===== src/rtl/crosspoint_loader.sv =====
// rtl/crosspoint_loader.sv - serialises route writes and matrix wipes into crosspoint clear/addr/data frames
module crosspoint_loader #(
  parameter int N_OUT  = 48,
  parameter int N_IN   = 48,
  parameter int ADDR_W = 12,
  parameter int DIV    = 4
) (
  input  logic       clk_,
  input  logic       rst,
  input  logic       in_valid,
  output logic       in_ready,
  input  logic [5:0] in_out_idx,
  input  logic [5:0] in_in_idx,
  input  logic       in_value,
  input  logic       in_wipe,
  output logic       xp_clk,
  output logic       xp_dat,
  output logic       xp_clear,
  output logic       busy,
  output logic       done,
  output logic       err
);
  localparam int ROW = N_IN + 1;
  localparam int CW  = (DIV > 1) ? $clog2(DIV) : 1;
  localparam int KW  = $clog2(ADDR_W + 2);
  localparam logic [CW-1:0]     CNT_LAST  = CW'(DIV - 1);
  localparam logic [KW-1:0]     K_DATA    = KW'(ADDR_W + 1);
  localparam logic [KW-1:0]     K_LASTA   = KW'(ADDR_W);
  localparam logic [ADDR_W-1:0] ADDR_LAST = ADDR_W'(N_OUT * ROW - 1);

  typedef enum logic [1:0] {IDLE, LOW, HIGH} state_t;

  state_t              state;
  logic [CW-1:0]       cnt;
  logic [KW-1:0]       k;
  logic [ADDR_W-1:0]   addr;
  logic [ADDR_W-1:0]   shreg;
  logic                value;
  logic                wipe;
  logic [ADDR_W-1:0]   req_addr;
  logic                req_bad;

  // Row-major cell address; column 0 of every row is the constant-1 term.
  assign req_addr = ADDR_W'(in_out_idx) * ADDR_W'(ROW) + ADDR_W'(in_in_idx);
  assign req_bad  = (int'(in_out_idx) >= N_OUT) || (int'(in_in_idx) > N_IN);

  assign in_ready = (state == IDLE);
  assign busy     = (state != IDLE);

  // Frame sequencer: edge k=0 is the clear edge, k=1..ADDR_W shift the address LSB-first,
  // the last edge carries the data bit. Every frame starts with a clear edge so an
  // abandoned frame can never leave the crosspoint with a stale partial address.
  always_ff @(posedge clk_) begin
    if (rst) begin
      state    <= IDLE;
      cnt      <= '0;
      k        <= '0;
      addr     <= '0;
      shreg    <= '0;
      value    <= 1'b0;
      wipe     <= 1'b0;
      xp_clk   <= 1'b0;
      xp_dat   <= 1'b0;
      xp_clear <= 1'b1;
      done     <= 1'b0;
      err      <= 1'b0;
    end else begin
      done <= 1'b0;
      err  <= 1'b0;
      case (state)
        IDLE: begin
          if (in_valid) begin
            if (in_wipe) begin
              addr     <= '0;
              shreg    <= '0;
              value    <= 1'b0;
              wipe     <= 1'b1;
              state    <= LOW;
              cnt      <= '0;
              k        <= '0;
              xp_clk   <= 1'b0;
              xp_clear <= 1'b1;
              xp_dat   <= 1'b0;
            end else if (req_bad) begin
              err <= 1'b1;
            end else begin
              addr     <= req_addr;
              shreg    <= req_addr;
              value    <= in_value;
              wipe     <= 1'b0;
              state    <= LOW;
              cnt      <= '0;
              k        <= '0;
              xp_clk   <= 1'b0;
              xp_clear <= 1'b1;
              xp_dat   <= 1'b0;
            end
          end
        end
        LOW: begin
          if (cnt == CNT_LAST) begin
            cnt    <= '0;
            xp_clk <= 1'b1;
            state  <= HIGH;
          end else begin
            cnt <= cnt + 1'b1;
          end
        end
        HIGH: begin
          if (cnt == CNT_LAST) begin
            cnt    <= '0;
            xp_clk <= 1'b0;
            if (k == K_DATA) begin
              k        <= '0;
              xp_clear <= 1'b1;
              xp_dat   <= 1'b0;
              if (wipe && (addr != ADDR_LAST)) begin
                addr  <= addr + 1'b1;
                shreg <= addr + 1'b1;
                state <= LOW;
              end else begin
                wipe  <= 1'b0;
                done  <= 1'b1;
                state <= IDLE;
              end
            end else begin
              k        <= k + 1'b1;
              xp_clear <= 1'b0;
              state    <= LOW;
              if (k == K_LASTA) begin
                xp_dat <= value;
              end else begin
                xp_dat <= shreg[0];
                shreg  <= shreg >> 1;
              end
            end
          end else begin
            cnt <= cnt + 1'b1;
          end
        end
        default: state <= IDLE;
      endcase
    end
  end
endmodule


===== config.mk =====
export PLATFORM = sky130hd
export DESIGN_NAME = crosspoint_loader
export DESIGN_NICKNAME = d
export VERILOG_FILES = /design/src/rtl/crosspoint_loader.sv
export SDC_FILE = /design/constraint.sdc
export NUM_CORES = 1
export LEC_CHECK = 0
export CORE_UTILIZATION = 59
export DETAILED_ROUTE_END_ITERATION = 12
export PLACE_DENSITY = 0.83
export SYNTH_ARGS = -nofsm -noshare
export SYNTH_HDL_FRONTEND = slang
export SYNTH_SLANG_ARGS = --single-unit

===== constraint.sdc =====
create_clock -name clk_ -period 9.7 [get_ports clk_]
set_input_delay 1.94 -clock clk_ [delete_from_list [all_inputs] [get_ports clk_]]
set_output_delay 1.94 -clock clk_ [all_outputs]
set_load 0.01 [all_outputs]

==> key figures <==
Run status
  – Status: finished, final reports clean

Floorplan
  – IO Count: 24
  – Die width: 75.2 microns
  – DIE HEIGHT: 75.2 microns
  – Rows: 26
  – Initial Util: 61.5%
  – Core area: 5140 sq um
  – Die ar.: 5660 sq um

Clocking
  – Clock Tree Buf Depth: 2
  – CTS sink cnt: 39
  – CTS H-tree lvls: 2
  – CTS tree: yes
  – Clock root cell: clkbuf_8
  – Clock Latency Late Sink: 0.30 ns
  – CTS clk-pin slew, worst paths: 0.08 ns
  – Cts-stage hold buffer count: 0
  – Number of gates resized after cts: 0
  – # Post-CTS Setup Buffers: 0
  – Number of CTS-inserted buffers: 5

Worst setup path
  – WS Path Type: input port to flop
  – CP cell instances: clkdlybuf4s50_1, ha_1, ha_1, ha_1, ha_1, ha_1, o21a_1, o31a_1, o41ai_1, mux2i_1, nor2_1, a211oi_1
  – CP Launch Type: input port
  – CP max FO: 5
  – WP data required: 9.91 ns
  – Slowest cell on the critical path: clkdlybuf4s50_1
  – Worst Setup End Kind: flop
  – CP arrival: 5.30 ns
  – Top Family by Delay on Critical Path: adder cells
  – Critical path buffer and inverter count: 1
  – Reg2reg setup slack: 6.79 ns
  – RR Startpoint: state[0]
  – Path depth of the worst reg2reg path: 7
  – Crit-path max cell delay: 0.54 ns
  – R2R Path End: addr[11]
  – Crit-path most repeated cell: ha_1

Place
  – Dpl cells: 477
  – Dpl hpwl: 5.43 mm
  – IO buf count: 23
  – Post-Place Worst Slack: 4.32 ns
  – Post-DP Area: 3430 sq um
  – Routability cong.: 0.937

Power and ir drop
  – Switch Pwr: 305 uW
  – Combinational share of power: 50.9%
  – Clk pwr share: 15.5%
  – Sequential share of power: 33.6%
  – Leakage: 0.00140 uW
  – Maximum vdd drop: 0.107 mV
  – Sw Share: 43.1%
  – Pwr dens: 201 nW/um^2
  – P_int: 403 uW
  – Pwr Total: 708 uW

Worst hold path
  – Worst Hold Depth: 2
  – Hold Path Class: flop to flop
  – WHS Endpoint: xp_clear
  – Hold Startpoint: xp_clear

Logic synthesis
  – Seq/Total Area, Yosys: 24.7%
  – Syn_area_per_cell: 7.91 sq um
  – Warnings from Yosys: 0
  – Async SR Flop Fraction: 0%
  – Ys flop type: dfxtp_1
  – Count leader, synth: ha_1
  – Mapped Cells: 400
  – Synth unique cells: 52
  – Yosys top cell area share: 24.7%
  – Synth area leaders: dfxtp_1, ha_1, a21oi_1, nor2_1, o21ai_0
  – EDFF count, synth: 0
  – Cell taking the most area after synthesis: dfxtp_1
  – Yosys reg bits: 39
  – Top cell types by occurrence after synthesis: ha_1, nor2_1, dfxtp_1, a21oi_1, o21ai_0
  – Mapped cell area: 3160 sq um
  – Syn Nets: 467

Global routing
  – Vias in the first global route: 2651
  – Largest net degree at the start of global routing: 42
  – Met1 usage: 38.4%
  – First-pass GRT wire length: 12.2 mm
  – Grt met2 use: 46.8%
  – Congestion Overflow GR: 0
  – Met3 usage: 4.95%
  – Antenna violations before repair: 0
  – Grt peak-use layer: met2
  – Total GRT Usage: 28.6%

Drt
  – Drt wl/cell: 15.2 microns
  – Post-route ant nets: 0
  – DR pass1 iterations: 4
  – Initial DRC count: 184
  – Final WL: 7.36 mm
  – # DRC: 0
  – Vias: 2958
  – Vias per std cell: 6.10

Timing
  – Count of final max-slew check failures: 0
  – Final hold violations: 0
  – Min Tclk post-route: 5.09 ns
  – Relative slew margins: 42.7%
  – Worst slew pin tran: 0.857 ns
  – Final worst clock skew: 0.00973 ns
  – Final worst path period share: 52.4%
  – RSZ-0062 raised after global routing: no
  – Max Clk Rate: 197 MHz
  – Final TNS setup: 0 ns
  – PnR worst setup slack: 4.61 ns
  – Final setup violation count: 0

Run
  – Max Cap Viol: 0

Final layout
  – Final Cell Area: 3520 sq um
  – Antenna diodes: 0
  – Fin nets: 481
  – Layout cells sized above 1: 4.10%
  – Final cell count without fillers: 485
  – Area Growth Syn to Fin: 11.3%
## worst min-delay path, stage by stage, from the launching register on
cell	delay (ns)
dfxtp_1	0.33
mux2i_1	0.07
nand2b_1	0.06
## power groups by stage
stage / clock, uW / combinational, uW / sequential, uW
2_1_floorplan: 0 / 272 / 230
3_3_place_gp: 0 / 344 / 238
3_5_place_dp: 0 / 355 / 240
4_1_cts: 111 / 357 / 237
5_1_grt: 117 / 403 / 244
6_report: 110 / 360 / 238
## worst max-delay path by stage
stage,end,from,cells after the start
after global placement,shreg[9],in_out_idx[0],12
final,shreg[9],in_out_idx[1],12
after floorplan,shreg[9],in_out_idx[0],11
after CTS,shreg[9],in_out_idx[1],12
after detailed placement,shreg[9],in_out_idx[1],12
after global routing,shreg[9],in_out_idx[1],12
## per-stage QoR
step | util [%] | hold WS, ns
finish | 68.5 | 0.480
global route | 68.5 | 0.515
CTS | 68.5 | 0.479
detailed placement | 66.8 | 0.466
global placement | 66.8 | 0.461
floorplan | - | 0.449
## registers in the layout, summed over array words and instances (netlist names)
name,count
xp_clear,1
addr,12
err,1
shreg,12
cnt,2
done,1
wipe,1
xp_clk,1
value,1
xp_dat,1
state,2
k,4
## cell type report
type,instances,area (sq um)
timing repair buffer,27,260
multi-input combinational,320,2230
tap,70,87.6
inverter,21,78.8
clock buffer,6,72.6
clock inverter,2,12.5
fill,479,1620
sequential,39,781
## cell families (layout without fill, tap and decap cells)
| kind of cell | count (synthesis) | count (layout) | share of synthesized area, % |
|---|---|---|---|
| compound gates | 114 | 114 | 22.9 |
| xor+xnor | 15 | 15 | 4.15 |
| fa+ha+maj | 50 | 50 | 20.0 |
| buf+inv | 41 | 56 | 4.91 |
| flops | 39 | 39 | 24.7 |
| mux | 7 | 7 | 2.22 |
| simple gates | 134 | 134 | 21.1 |
## placed cells by master, fill, tap and decap left out, types with 13 or more instances in the layout
cell,n
inv_1,21
clkdlybuf4s50_1,23
a211oi_1,15
o21ai_0,28
dfxtp_1,39
nand2_1,26
nor2_1,44
a21oi_1,34
ha_1,49
nand3_1,13
## routing by layer
metal  part of all wire (%)  vias up
met1                     48     1393
met5                      0        -
met2                     47       65
met3                    4.2        9
met4                    1.2        0
li1                       -     1491
Power figures use the tool's default switching activity.
